[src/rtl/cache_types_pkg.sv]
// Shared types and default geometry for the L2 line-to-burst memory adapter.
package cache_types_pkg;

  typedef enum logic [1:0] {
    IDLE  = 2'd0,
    READ  = 2'd1,
    WRITE = 2'd2,
    DONE  = 2'd3
  } adapter_state_e;

  localparam int unsigned S_OFFSET  = 5;
  localparam int unsigned S_LINE    = 256;
  localparam int unsigned S_BEAT    = 64;
  localparam int unsigned NUM_BEATS = S_LINE / S_BEAT;

  // Beat counter width; a single-beat burst still needs a 1-bit counter.
  function automatic int unsigned beat_cnt_width(input int unsigned beats);
    return (beats > 1) ? $clog2(beats) : 1;
  endfunction

endpackage

[src/rtl/line_burst_adapter_if.sv]
// Cache-line request port plus physical-memory burst port of the adapter.
// slave is the adapter's view; master is the cache/memory environment's view.
interface line_burst_adapter_if #(
  parameter int unsigned S_LINE = cache_types_pkg::S_LINE,
  parameter int unsigned S_BEAT = cache_types_pkg::S_BEAT
);

  logic              upstream_read;
  logic              upstream_write;
  logic [31:0]       upstream_address;
  logic [S_LINE-1:0] upstream_wdata;
  logic [S_LINE-1:0] upstream_rdata;
  logic              upstream_resp;

  logic              pmem_read;
  logic              pmem_write;
  logic [31:0]       pmem_address;
  logic [S_BEAT-1:0] pmem_wdata;
  logic [S_BEAT-1:0] pmem_rdata;
  logic              pmem_resp;

  modport slave (
    input  upstream_read, upstream_write, upstream_address, upstream_wdata,
    output upstream_rdata, upstream_resp,
    output pmem_read, pmem_write, pmem_address, pmem_wdata,
    input  pmem_rdata, pmem_resp
  );

  modport master (
    output upstream_read, upstream_write, upstream_address, upstream_wdata,
    input  upstream_rdata, upstream_resp,
    input  pmem_read, pmem_write, pmem_address, pmem_wdata,
    output pmem_rdata, pmem_resp
  );

endinterface

[src/rtl/line_beat_shifter.sv]
// Line storage for the adapter: latched writeback line with beat select,
// assembled read line with beat load, and the shared beat counter.
module line_beat_shifter
  import cache_types_pkg::*;
#(
  parameter int unsigned S_LINE = cache_types_pkg::S_LINE,
  parameter int unsigned S_BEAT = cache_types_pkg::S_BEAT
) (
  input  logic              clk,
  input  logic              rst,
  input  logic              clear_i,
  input  logic              advance_i,
  input  logic              load_wline_i,
  input  logic              store_beat_i,
  input  logic [S_LINE-1:0] wline_i,
  input  logic [S_BEAT-1:0] beat_i,
  output logic              last_beat_o,
  output logic [S_BEAT-1:0] wbeat_o,
  output logic [S_LINE-1:0] rline_o
);

  localparam int unsigned BEATS = S_LINE / S_BEAT;
  localparam int unsigned CNT_W = beat_cnt_width(BEATS);

  logic [CNT_W-1:0]             beat_q;
  logic [BEATS-1:0][S_BEAT-1:0] wline_q;
  logic [BEATS-1:0][S_BEAT-1:0] rline_q;

  assign last_beat_o = (beat_q == CNT_W'(BEATS - 1));
  assign wbeat_o     = wline_q[beat_q];
  assign rline_o     = rline_q;

  // Counter saturates on the last beat; only clear_i returns it to zero.
  always_ff @(posedge clk or posedge rst) begin
    if (rst) begin
      beat_q  <= '0;
      wline_q <= '0;
      rline_q <= '0;
    end else begin
      if (clear_i) begin
        beat_q <= '0;
      end else if (advance_i && !last_beat_o) begin
        beat_q <= beat_q + CNT_W'(1);
      end
      if (load_wline_i) begin
        wline_q <= wline_i;
      end
      if (store_beat_i) begin
        rline_q[beat_q] <= beat_i;
      end
    end
  end

endmodule

[src/rtl/line_burst_adapter.sv]
// Turns one cache line read/writeback into an ascending burst of memory beats
// and returns a single-cycle line response. Optional perf counters: LINE_BURST_PERF_EN.
module line_burst_adapter
  import cache_types_pkg::*;
#(
  parameter int unsigned S_OFFSET = cache_types_pkg::S_OFFSET,
  parameter int unsigned S_LINE   = cache_types_pkg::S_LINE,
  parameter int unsigned S_BEAT   = cache_types_pkg::S_BEAT
) (
  input  logic                 clk,
  input  logic                 rst,
  line_burst_adapter_if.slave  bus
`ifdef LINE_BURST_PERF_EN
  ,
  output logic [31:0]          perf_reads,
  output logic [31:0]          perf_writes,
  output logic [31:0]          perf_stall_cycles
`endif
);

  localparam logic [31:0] ADDR_MASK = ~((32'd1 << S_OFFSET) - 32'd1);

  adapter_state_e state_q;
  logic           rd_q;
  logic           wr_q;
  logic           resp_q;
  logic           is_write_q;
  logic [31:0]    addr_q;

  logic              last_beat;
  logic [S_BEAT-1:0] wbeat;
  logic [S_LINE-1:0] rline;

  logic in_burst_c;
  logic beat_xfer_c;
  logic accept_wr_c;

  assign in_burst_c  = (state_q == READ) || (state_q == WRITE);
  assign beat_xfer_c = in_burst_c && bus.pmem_resp;
  assign accept_wr_c = (state_q == IDLE) && bus.upstream_write;

  line_beat_shifter #(
    .S_LINE (S_LINE),
    .S_BEAT (S_BEAT)
  ) u_shifter (
    .clk          (clk),
    .rst          (rst),
    .clear_i      (state_q == DONE),
    .advance_i    (beat_xfer_c),
    .load_wline_i (accept_wr_c),
    .store_beat_i (beat_xfer_c && (state_q == READ)),
    .wline_i      (bus.upstream_wdata),
    .beat_i       (bus.pmem_rdata),
    .last_beat_o  (last_beat),
    .wbeat_o      (wbeat),
    .rline_o      (rline)
  );

  assign bus.pmem_read      = rd_q;
  assign bus.pmem_write     = wr_q;
  assign bus.pmem_address   = addr_q;
  assign bus.pmem_wdata     = wbeat;
  assign bus.upstream_rdata = rline;
  assign bus.upstream_resp  = resp_q;

  // Burst FSM; request strobes drop on the edge that takes the final beat.
  always_ff @(posedge clk or posedge rst) begin
    if (rst) begin
      state_q    <= IDLE;
      rd_q       <= 1'b0;
      wr_q       <= 1'b0;
      resp_q     <= 1'b0;
      is_write_q <= 1'b0;
      addr_q     <= '0;
    end else begin
      resp_q <= 1'b0;
      unique case (state_q)
        IDLE: begin
          if (bus.upstream_write) begin
            state_q    <= WRITE;
            wr_q       <= 1'b1;
            is_write_q <= 1'b1;
            addr_q     <= bus.upstream_address & ADDR_MASK;
          end else if (bus.upstream_read) begin
            state_q    <= READ;
            rd_q       <= 1'b1;
            is_write_q <= 1'b0;
            addr_q     <= bus.upstream_address & ADDR_MASK;
          end
        end
        READ: begin
          if (bus.pmem_resp && last_beat) begin
            state_q <= DONE;
            rd_q    <= 1'b0;
            resp_q  <= 1'b1;
          end
        end
        WRITE: begin
          if (bus.pmem_resp && last_beat) begin
            state_q <= DONE;
            wr_q    <= 1'b0;
            resp_q  <= 1'b1;
          end
        end
        DONE: begin
          state_q <= IDLE;
        end
        default: begin
          state_q <= IDLE;
        end
      endcase
    end
  end

`ifdef LINE_BURST_PERF_EN
  always_ff @(posedge clk or posedge rst) begin
    if (rst) begin
      perf_reads        <= '0;
      perf_writes       <= '0;
      perf_stall_cycles <= '0;
    end else begin
      if (state_q == DONE) begin
        if (is_write_q) begin
          perf_writes <= perf_writes + 32'd1;
        end else begin
          perf_reads <= perf_reads + 32'd1;
        end
      end
      if (in_burst_c && !bus.pmem_resp) begin
        perf_stall_cycles <= perf_stall_cycles + 32'd1;
      end
    end
  end
`endif

`ifndef SYNTHESIS
  // Simultaneous read and write is an upstream protocol error; write is taken.
  always @(posedge clk) begin
    if (!rst && (state_q == IDLE)) begin
      assert (!(bus.upstream_read && bus.upstream_write))
        else $warning("line_burst_adapter: read and write requested together, write taken");
    end
  end
`endif

endmodule

[src/flat_wrapper.sv]
// flat-port wrapper written by rule: the top's interface ports become plain ports
module line_burst_adapter_flat import cache_types_pkg::*;
#(
  parameter int unsigned S_OFFSET = cache_types_pkg::S_OFFSET,
  parameter int unsigned S_LINE   = cache_types_pkg::S_LINE,
  parameter int unsigned S_BEAT   = cache_types_pkg::S_BEAT
)
  (clk, rst, bus_upstream_read, bus_upstream_write, bus_upstream_address, bus_upstream_wdata, bus_upstream_rdata, bus_upstream_resp, bus_pmem_read, bus_pmem_write, bus_pmem_address, bus_pmem_wdata, bus_pmem_rdata, bus_pmem_resp);
  line_burst_adapter_if #(.S_LINE(S_LINE), .S_BEAT(S_BEAT)) bus_i ();
  input  logic clk;
  input  logic rst;
  input wire logic [$bits(bus_i.upstream_read)-1:0] bus_upstream_read;
  input wire logic [$bits(bus_i.upstream_write)-1:0] bus_upstream_write;
  input wire logic [$bits(bus_i.upstream_address)-1:0] bus_upstream_address;
  input wire logic [$bits(bus_i.upstream_wdata)-1:0] bus_upstream_wdata;
  output wire logic [$bits(bus_i.upstream_rdata)-1:0] bus_upstream_rdata;
  output wire logic [$bits(bus_i.upstream_resp)-1:0] bus_upstream_resp;
  output wire logic [$bits(bus_i.pmem_read)-1:0] bus_pmem_read;
  output wire logic [$bits(bus_i.pmem_write)-1:0] bus_pmem_write;
  output wire logic [$bits(bus_i.pmem_address)-1:0] bus_pmem_address;
  output wire logic [$bits(bus_i.pmem_wdata)-1:0] bus_pmem_wdata;
  input wire logic [$bits(bus_i.pmem_rdata)-1:0] bus_pmem_rdata;
  input wire logic [$bits(bus_i.pmem_resp)-1:0] bus_pmem_resp;
  assign bus_i.upstream_read = bus_upstream_read;
  assign bus_i.upstream_write = bus_upstream_write;
  assign bus_i.upstream_address = bus_upstream_address;
  assign bus_i.upstream_wdata = bus_upstream_wdata;
  assign bus_upstream_rdata = bus_i.upstream_rdata;
  assign bus_upstream_resp = bus_i.upstream_resp;
  assign bus_pmem_read = bus_i.pmem_read;
  assign bus_pmem_write = bus_i.pmem_write;
  assign bus_pmem_address = bus_i.pmem_address;
  assign bus_pmem_wdata = bus_i.pmem_wdata;
  assign bus_i.pmem_rdata = bus_pmem_rdata;
  assign bus_i.pmem_resp = bus_pmem_resp;
  line_burst_adapter #(.S_OFFSET(S_OFFSET), .S_LINE(S_LINE), .S_BEAT(S_BEAT)) u_core (.clk(clk), .rst(rst), .bus(bus_i));
endmodule
[config.mk]
export PLATFORM = sky130hd
export DESIGN_NAME = line_burst_adapter_flat
export DESIGN_NICKNAME = d
export VERILOG_FILES = /design/src/rtl/cache_types_pkg.sv /design/src/rtl/line_burst_adapter_if.sv /design/src/rtl/line_beat_shifter.sv /design/src/rtl/line_burst_adapter.sv /design/src/flat_wrapper.sv
export SDC_FILE = /design/constraint.sdc
export NUM_CORES = 1
export LEC_CHECK = 0
export BUFFER_PORTS_ARGS = -buffer_cell sky130_fd_sc_hd__clkbuf_2
export CAP_MARGIN = 20
export CORE_AREA = 8 8 267 269
export CTS_CLUSTER_SIZE = 30
export DETAILED_ROUTE_END_ITERATION = 16
export DIE_AREA = 0 0 275 277
export PLACE_DENSITY = 0.55
export REMOVE_ABC_BUFFERS = 1
export SLEW_MARGIN = 20
export SYNTH_ARGS = -nofsm -noshare
export SYNTH_HDL_FRONTEND = slang
export SYNTH_SLANG_ARGS = --single-unit
export TNS_END_PERCENT = 30
[constraint.sdc]
create_clock -name clk -period 24.5 [get_ports clk]
set_input_delay 2.45 -clock clk [delete_from_list [all_inputs] [get_ports clk]]
set_output_delay 2.45 -clock clk [all_outputs]
set_load 0.005 [all_outputs]
==> results of run 1 <==
cell families (layout without fill, tap and decap cells):
family | Yosys count | in the layout | synth area share
other cells | 1 | 15 | 0.000167
flops | 546 | 546 | 0.610
compound gates | 9 | 9 | 0.00302
simple gates | 14 | 14 | 0.00587
fa+ha+maj | 9 | 9 | 0.00503
buf+inv | 80 | 831 | 0.0246
xor+xnor | 1 | 1 | 0.000391
mux | 606 | 606 | 0.351
path summary, 6_finish.rpt:
check                                                     end                          start  slack, ps
worst max-delay path            u_core.u_shifter.wline_q[208]             bus_upstream_write      18840
worst min-delay path            u_core.u_shifter.wline_q[129]  u_core.u_shifter.wline_q[129]        500
max in group asynchronous          u_core.u_shifter.beat_q[0]                            rst      19790
worst max register to register  u_core.u_shifter.wline_q[208]              u_core.state_q[0]      20060
min in group asynchronous        u_core.u_shifter.rline_o[82]                            rst       1960
worst min register to register  u_core.u_shifter.wline_q[129]  u_core.u_shifter.wline_q[129]        500
through the flow:
step	utilization	instance area, um2	hold WS [ps]	power [mW]
3_5_place_dp	0.398	26600	487	2.94
5_1_grt	0.428	28600	511	4.03
6_report	0.428	28600	497	3.79
2_1_floorplan	-	21900	474	2.38
3_3_place_gp	0.398	26600	476	2.89
4_1_cts	0.428	28600	500	3.86
metal layers:
metal  routed length, um  track usage  up-vias
li1                    -            -     6008
met1               25100        0.188     6980
met2               32800        0.289      512
met3                8090       0.0892      122
met4                1640       0.0478       22
met5                 130            0        -
layout by cell type, fill, tap and decap left out, drive strengths merged, types with 3 or more instances in the layout:
cell type and count:
ha 9, mux4 64, clkbuf 792, buf 12, inv 7, mux2i 3
nand2 7, mux2 539, conb 5, clkinv 17, diode 10, dfrtp 546
flip-flops by register name (all words and copies together) (netlist names):
| register | flops |
|---|---|
| u_core.state_q | 2 |
| u_core.u_shifter.rline_o | 256 |
| u_core.bus.upstream_resp | 1 |
| u_core.u_shifter.beat_q | 2 |
| u_core.bus.pmem_read | 1 |
| u_core.bus.pmem_write | 1 |
| u_core.bus.pmem_address | 27 |
| u_core.u_shifter.wline_q | 256 |
final cells by class:
type / instances / area, um2
clock buffer: 91 / 1790
tap: 873 / 1090
clock inverter: 21 / 173
fill: 6157 / 38200
multi-input combinational: 644 / 8210
inverter: 6 / 30.0
sequential: 546 / 13700
timing repair buffer: 713 / 3630
antenna: 10 / 25.0
report_power, final:
group / internal, mW / switching (mW) / total [mW]
logic: 0.786 / 0.545 / 1.33
registers: 1.33 / 0.235 / 1.56
clock network: 0.524 / 0.372 / 0.896
total: 2.64 / 1.15 / 3.79
Yosys cell counts (2+ instances only):
library cell,instances,share of area
nor2_1,2,0.00034
ha_1,9,0.0050
dfrtp_1,546,0.61
inv_1,6,0.0010
buf_2,36,0.0080
mux4_2,64,0.064
o2bb2ai_1,2,0.00078
buf_6,25,0.013
nand2_1,3,0.00050
mux2_4,85,0.057
mux2i_1,3,0.0013
clkbuf_1,7,0.0012
mux2_2,453,0.23
buf_4,5,0.0017
nand2_8,4,0.0036
==> summary.txt, run 1 <==
Placed design
  • Final HPWL DP: between 40 and 50 mm
  • Dpl ws: around 18000 ps
  • GP Congestion: 0.812
  • Port bufs: roughly 700
  • Cells after DPL: roughly 2.8k

Clocking
  • TritonCTS Buffers: 61
  • Root buf cell: clkbuf_16
  • CTS tree: yes
  • Sink Count: ~550
  • CTS clock-pin slew for the worst setup and hold paths: about 60 ps
  • H-tree levels: 2
  • # resized after CTS: 0
  • Clock Path Buffers: 3
  • Cts hold-fix bufs: 0
  • Post-CTS setup buffer count: 0
  • Worst-skew pair later-pin latency: roughly 600 ps

Worst setup path
  • Setup CP Type: in -> reg
  • R2R cell count: 7
  • Slowest stage delay, CP: a little over 900 ps
  • Critical path depth: 6
  • Startpoint Class: input pin
  • CP Data Arrival Time: a little over 6000 ps
  • Crit path max-delay family: buffers and inverters
  • Crit-path slowest cell: buf_4
  • CP Max Fanout: between 80 and 90
  • Crit path top cell by count: buf_4
  • Crit path cell chain: clkbuf_2, nand2_4, buf_4, buf_4, buf_4, mux2_2
  • Crit path buf inv count: 4
  • Critical path required time: 24970 ps
  • CP endpoint kind: register

Floorplan
  • Initial Util: 0.335
  • Die width: between 200 and 300 um
  • IO Count: slightly above 700
  • Core ar.: roughly 67000 um2
  • Die ar.: 76200 um2
  • Die height: around 280 um
  • Cell row count: 95

Synth
  • Syn Area/Cell: around 18 um2
  • Yosys Warn Count: 0
  • Predominant post-synthesis flop cell: dfrtp_1
  • Async S/R FF share, synth: 1.00
  • Cell count after synthesis: roughly 1.3k
  • Distinct cells, synth: 31
  • #FFs+latches synth: between 500 and 600
  • Number of synthesized flops with an enable pin: 0
  • Post-Syn Area: 22400 um2
  • Post-synthesis sequential area ratio: 0.610

Power and ir drop
  • PD cells: between 100 and 150 nW/um2
  • P_leak: ~14 nW
  • Peak supply drop: ~0.073 mV

Outcome
  • Run status: completed

Detailed routing
  • DRT iter0 DRCs: around 510
  • Final ANT Viol Nets: 0
  • Drt drc: 0
  • Pre-antenna DRT Iters: 4
  • Vias/cell: approximately 4.7
  • Drt wl/cell: 23.3 um
  • Via count: 13.6k
  • Routed wire length: approximately 68 mm

GRT
  • Total GRT Usage: 0.172
  • Antenna violations before repair: 22
  • Total grt overflow: 0
  • Largest net degree at the start of global routing: ~180
  • Global-route wire length before repair: approximately 100 mm
  • Vias in the first global route: 15.4k

Finish
  • P&R area growth vs syn: 27.8%
  • Layout net count: about 2.3k
  • Layout cell share with drive strength beyond 1: 0.703
  • Fin cells: 2904

STA
  • Ratio of final minimum period to clock period: 0.231
  • Unrepaired setup endpoints after global routing: no
  • Final Slew Violations: 0
  • Slew Limit Headroom: 0.275
  • Final WS setup: 18840 ps
  • Setup TNS: 0 ps
  • Final setup violation count: 0
  • Min Tclk post-route: roughly 5700 ps
  • Fmax: about 180 MHz
  • Skew final: ~24 ps
  • Worst slew pin tran: 1090 ps
  • Final hold vios: 0

Run
  • Maxcap violations: 0

Worst hold path
  • HP Class: reg -> reg
  • Hold depth: 1
Power figures use the tool's default switching activity.
==> inputs of run 2 (changes only) <==
Settings changed: ABC_AREA set to 1, CORE_AREA 8 8 267 269 to 8 8 268 270, DIE_AREA 0 0 275 277 to 0 0 276 278, PLACE_DENSITY 0.55 to 0.56.
Clock period 24.5 ns to 5.56 ns, I/O delays scaled along.
==> run 2 against run 1 <==
Compared with the run above: cell count is 43% higher; sequential power rose to 4.3 times the previous value; via count up 38%; sequential share of layout area down 0.19 points; count of clock-buffer cells in the layout up 1; cell area is 0.37% higher; synthesized cell count is 100% higher.
==> summary.txt, run 2 <==
Outcome
  • Run status: completed

STA
  • Ratio of final minimum period to clock period: 0.612
  • Final setup violation count: 0
  • Skew final: 15.1 ps
  • Min Tclk post-route: about 3400 ps
  • Final WS setup: between 2000 and 2500 ps
  • Slew Limit Headroom: 0.287
  • Final Slew Violations: 0
  • Fmax: about 290 MHz
  • Unrepaired setup endpoints after global routing: no
  • Worst slew pin tran: between 1000 and 1500 ps
  • Final hold vios: 0

Power and ir drop
  • PD cells: 577 nW/um2
  • Internal cell power: between 10 and 15 mW
  • Combinational power share: 0.354
  • Seq pwr share: 0.400
  • P_leak: roughly 16 nW
  • Psw: between 6 and 7 mW
  • Peak supply drop: ~0.31 mV
  • Overall Power: 16.6 mW
  • Sw Ratio: 0.372
  • Clock share of power: 0.246

GRT
  • Total grt overflow: 0
  • Vias in the first global route: 19.1k
  • Antenna violations before repair: 14
  • Largest net degree at the start of global routing: around 180
  • Global-route wire length before repair: around 120 mm
  • Total GRT Usage: 0.187

Clocking
  • Sink Count: approximately 550
  • Post-CTS setup buffer count: 0
  • Worst-skew pair later-pin latency: ~600 ps
  • TritonCTS Buffers: 60
  • # resized after CTS: 0
  • Root buf cell: clkbuf_16
  • H-tree levels: 2
  • Cts hold-fix bufs: 0
  • CTS clock-pin slew for the worst setup and hold paths: around 60 ps
  • Clock Path Buffers: 3
  • CTS tree: yes

Worst hold path
  • HP Class: in -> async

Synth
  • Syn Area/Cell: 8.91 um2
  • Post-Syn Area: roughly 23000 um2
  • #FFs+latches synth: roughly 550
  • Predominant post-synthesis flop cell: dfrtp_1
  • Top cells by count, synth: nand2_1, dfrtp_1, o21ai_0, o21ai_1, inv_1
  • Count leader, synth: nand2_1
  • Post-synthesis sequential area ratio: 0.594
  • Async S/R FF share, synth: 1.00
  • Number of synthesized flops with an enable pin: 0
  • Cell count after synthesis: between 2k and 3k
  • Largest cells by area after synthesis: dfrtp_1, nand2_1, o21ai_0
  • Area share of the largest cell type after synthesis: 0.594
  • Yosys Warn Count: 0
  • Yosys top cell by area: dfrtp_1
  • Distinct cells, synth: 22

Floorplan
  • Core ar.: about 68000 um2
  • IO Count: 712
  • Initial Util: 0.340
  • Cell row count: 96
  • Die width: about 280 um
  • Die height: about 280 um
  • Die ar.: approximately 77000 um2

Detailed routing
  • Final ANT Viol Nets: 0
  • Drt wl/cell: around 18 um
  • Via count: between 15k and 20k
  • Drt drc: 0
  • Vias/cell: about 4.5
  • Pre-antenna DRT Iters: 5
  • DRT iter0 DRCs: about 1.2k
  • Routed wire length: roughly 75 mm

Finish
  • Most frequent cells in the layout: nand2_1, clkbuf_2, dfrtp_1
  • End-of-flow core utilization: 0.424
  • Fin cells: 4149
  • Commonest non-fill, non-tap cell in the layout: nand2_1
  • P&R area growth vs syn: 24.8%
  • Layout net count: about 3.6k
  • Layout cell share with drive strength beyond 1: 0.282

Placed design
  • Port bufs: approximately 700
  • GP Congestion: ~0.8
  • Cells after DPL: a little over 4k
  • Dpl ws: roughly 2500 ps
  • Final HPWL DP: around 52 mm

Worst setup path
  • CP endpoint kind: primary output
  • Setup CP Type: reg -> out
  • Startpoint Class: register
  • Critical path required time: roughly 5000 ps
  • CP Max Fanout: between 60 and 70
  • CP Data Arrival Time: 2850 ps

Run
  • Maxcap violations: 0
## run 2: path summary, 6_finish.rpt
path | from | end | slack, ps | cells after the start
min in group clk | bus_upstream_wdata[113] | u_core.u_shifter.wline_q[113] | 140 | 3
max reg2reg | u_core.state_q[0] | u_core.u_shifter.wline_q[173] | 2600 | 6
min | rst | u_core.bus.pmem_address[18] | 60 | 2
min reg2reg | u_core.u_shifter.wline_q[249] | u_core.u_shifter.wline_q[249] | 470 | 2
max in group asynchronous | rst | u_core.u_shifter.wline_q[102] | 4100 | 3
max | u_core.u_shifter.beat_q[1] | bus_pmem_wdata[11] | 2160 | 6
## run 2: logic make-up after synthesis
group / share of synthesized area
AO/OA/AOI/OAI: 0.132
adder cells (fa/ha/maj): 0.00489
buffers and inverters: 0.0809
flip-flops: 0.594
other: 0.000163
AND/OR/NAND/NOR: 0.189
## run 2: metrics by stage
step | cell area, um2 | hold WS, ps | TNS, ps
floorplan | 21800 | 444 | -6135880
global placement | 26700 | 455 | 0
detailed placement | 26700 | 460 | 0
CTS | 28700 | 88.0 | 0
global route | 28700 | 115 | 0
finish | 28700 | 58.4 | 0
## run 2: metal layers
layer / up-vias / wire length (um) / GRT usage
met3: 119 / 6690 / 0.0710
li1: 9362 / - / -
met2: 601 / 34800 / 0.303
met5: - / 97 / 0
met4: 16 / 1780 / 0.0511
met1: 8708 / 31400 / 0.234
## run 2: final cells by class
cell class / count / area (um2)
multi-input cells: 1710 / 7540
inverters: 168 / 651
well taps: 882 / 1100
repair buffers: 724 / 3710
flip-flops and latches: 546 / 13700
clock buffers: 92 / 1840
clock inverters: 21 / 206
diodes: 6 / 15.0
fillers: 6879 / 39000
## run 2: power by group through the flow
stage / logic (mW) / registers, mW / clock network, mW
floorplan: 3.14 / 6.69 / 0
global placement: 5.94 / 6.64 / 0
detailed placement: 6.02 / 6.66 / 0
CTS: 6.03 / 6.63 / 4.18
global route: 6.70 / 6.85 / 4.34
finish: 5.87 / 6.64 / 4.08
## run 2: worst max-delay path, stage by stage, from the launching register on
cell      delay, ps
dfrtp_2         620
inv_2           170
buf_4           770
a21oi_1          60
o21ai_0         200
nand2_1         180
clkbuf_2        150
==> inputs of run 3 (changes only) <==
Settings changed: CORE_AREA 8 8 268 270 to 8 8 274 276, DIE_AREA 0 0 276 278 to 0 0 282 284.
Clock period 5.56 ns to 2.8 ns, I/O delays scaled along.
==> run 3 against run 2 <==
Compared with the run above: worst setup slack got worse by 1900 ps; clock power increased by 95%; sequential power is 99% higher; via count rose by 10%; sequential share of layout area fell by 5.5 points; total power is 100% higher; combinational power rose by 110%; wire length increased by 7.8%; first-iteration DRC count is 24% higher; cell count increased by 10%; largest cell class unchanged.
==> summary.txt, run 3 (synthesized netlist as in run 2, its figures left out) <==
Clocking
  • CTS clock-pin slew for the worst setup and hold paths: roughly 60 ps
  • Worst-skew pair later-pin latency: about 590 ps
  • Sink Count: ~550
  • H-tree levels: 2
  • Clock Path Buffers: 3
  • Root buf cell: clkbuf_16
  • TritonCTS Buffers: a little under 60
  • CTS tree: yes

Finish
  • FILL cells: 6790
  • P&R area growth vs syn: 41.3%
  • End-of-flow core utilization: 0.460
  • Multi-input gate area: roughly 7500 um2
  • Most frequent cells in the layout: nand2_1, clkbuf_2, dfrtp_1
  • Commonest non-fill, non-tap cell in the layout: nand2_1
  • Register area: 13700 um2
  • Layout net count: approximately 3.9k
  • Layout cell share with drive strength beyond 1: 0.260

Floorplan
  • Core ar.: roughly 71000 um2
  • Die width: approximately 280 um
  • Die height: 284 um
  • Cell row count: between 90 and 100
  • IO Count: 712
  • Initial Util: 0.325
  • Die ar.: approximately 80000 um2

Worst setup path
  • CP endpoint kind: primary output
  • Setup CP Type: reg -> out
  • CP Data Arrival Time: roughly 2300 ps
  • Critical path required time: roughly 2500 ps
  • CP Max Fanout: just under 50
  • Startpoint Class: register

GRT
  • Antenna violations before repair: 4
  • Total GRT Usage: 0.196
  • Largest net degree at the start of global routing: between 100 and 150
  • Global-route wire length before repair: 125 mm
  • Vias in the first global route: about 21k
  • Total grt overflow: 0

Run
  • Maxcap violations: 0

Placed design
  • Dpl ws: between 600 and 700 ps
  • Final HPWL DP: approximately 55 mm
  • GP Congestion: about 0.82
  • Port bufs: 701

Detailed routing
  • Routed wire length: 80.6 mm
  • Drt drc: 0
  • Final ANT Viol Nets: 0
  • Pre-antenna DRT Iters: 5
  • Via count: approximately 21k
  • Drt wl/cell: about 18 um
  • Vias/cell: roughly 4.5
  • DRT iter0 DRCs: approximately 1.5k

Outcome
  • Run status: completed

Power and ir drop
  • PD cells: 1030 nW/um2
  • Peak supply drop: just under 0.6 mV
  • P_leak: 17.3 nW

STA
  • Ratio of final minimum period to clock period: 0.909
  • Min Tclk post-route: ~2500 ps
  • Final hold vios: 0
  • Worst slew pin tran: between 900 and 1000 ps
  • Final setup violation count: 0
  • Fmax: slightly below 400 MHz
  • Final Slew Violations: 0
  • Unrepaired setup endpoints after global routing: no
  • Skew final: ~12 ps
  • Final WS setup: approximately 260 ps
  • Setup TNS: 0 ps
  • Slew Limit Headroom: 0.385

Worst hold path
  • HP Class: in -> reg
==> run 3: path summary, 6_finish.rpt <==
check                                             start                             to  slack [ps]  depth (start not counted)
max reg2reg                           u_core.state_q[0]  u_core.u_shifter.rline_o[158]         590                          8
min in group asynchronous                           rst    u_core.u_shifter.rline_o[9]         310                          3
max in group asynchronous                           rst   u_core.u_shifter.wline_q[25]        1650                          4
min                                  bus_pmem_rdata[13]   u_core.u_shifter.rline_o[13]          50                          3
min reg2reg                u_core.u_shifter.wline_q[15]   u_core.u_shifter.wline_q[15]         470                          2
max                          u_core.u_shifter.beat_q[0]             bus_pmem_wdata[40]         260                          4
==> run 3: power by group <==
part           internal, mW  switching, mW
clock network          4.71           3.26
logic                  4.96           7.48
registers              11.4           1.78
==> run 3: layer usage <==
metal	track usage	routed length [um]
met1	0.240	32600
met2	0.312	36600
met3	0.0717	8190
met4	0.0751	3230
met5	0	0
==> run 3: what timing repair did <==
action | 4_1_cts | 5_1_grt
hold endpoints to repair | 507 | 0
buffers inserted | 0 | 0
setup endpoints to repair | 0 | 2
hold buffers | 336 | 0
gates resized for setup | 0 | 1
==> run 3: through the flow <==
stage | cell area, um2 | power [mW] | hold WS, ps | cells
6_report | 32500 | 33.6 | 47.3 | 4579
5_1_grt | 32500 | 36.3 | 26.8 | 4577
4_1_cts | 32500 | 34.0 | 1.46 | 4574
3_5_place_dp | 27200 | 25.5 | 376 | 4130
3_3_place_gp | 27200 | 25.3 | 374 | 4130
2_1_floorplan | 21800 | 19.5 | 390 | 2424
==> run 3: area by class of cell <==
type,count,area share
clock buffers,85,0.0528
inverters,168,0.0201
well taps,950,0.0366
diodes,5,0.000385
flip-flops and latches,546,0.420
clock inverters,23,0.00812
multi-input cells,1710,0.232
repair buffers,1092,0.230
==> run 3: critical path, stage by stage (launching register included) <==
cell and delay, ps:
dfrtp_2 420, buf_4 520, o21ai_0 340, nand2_1 190, clkbuf_2 130
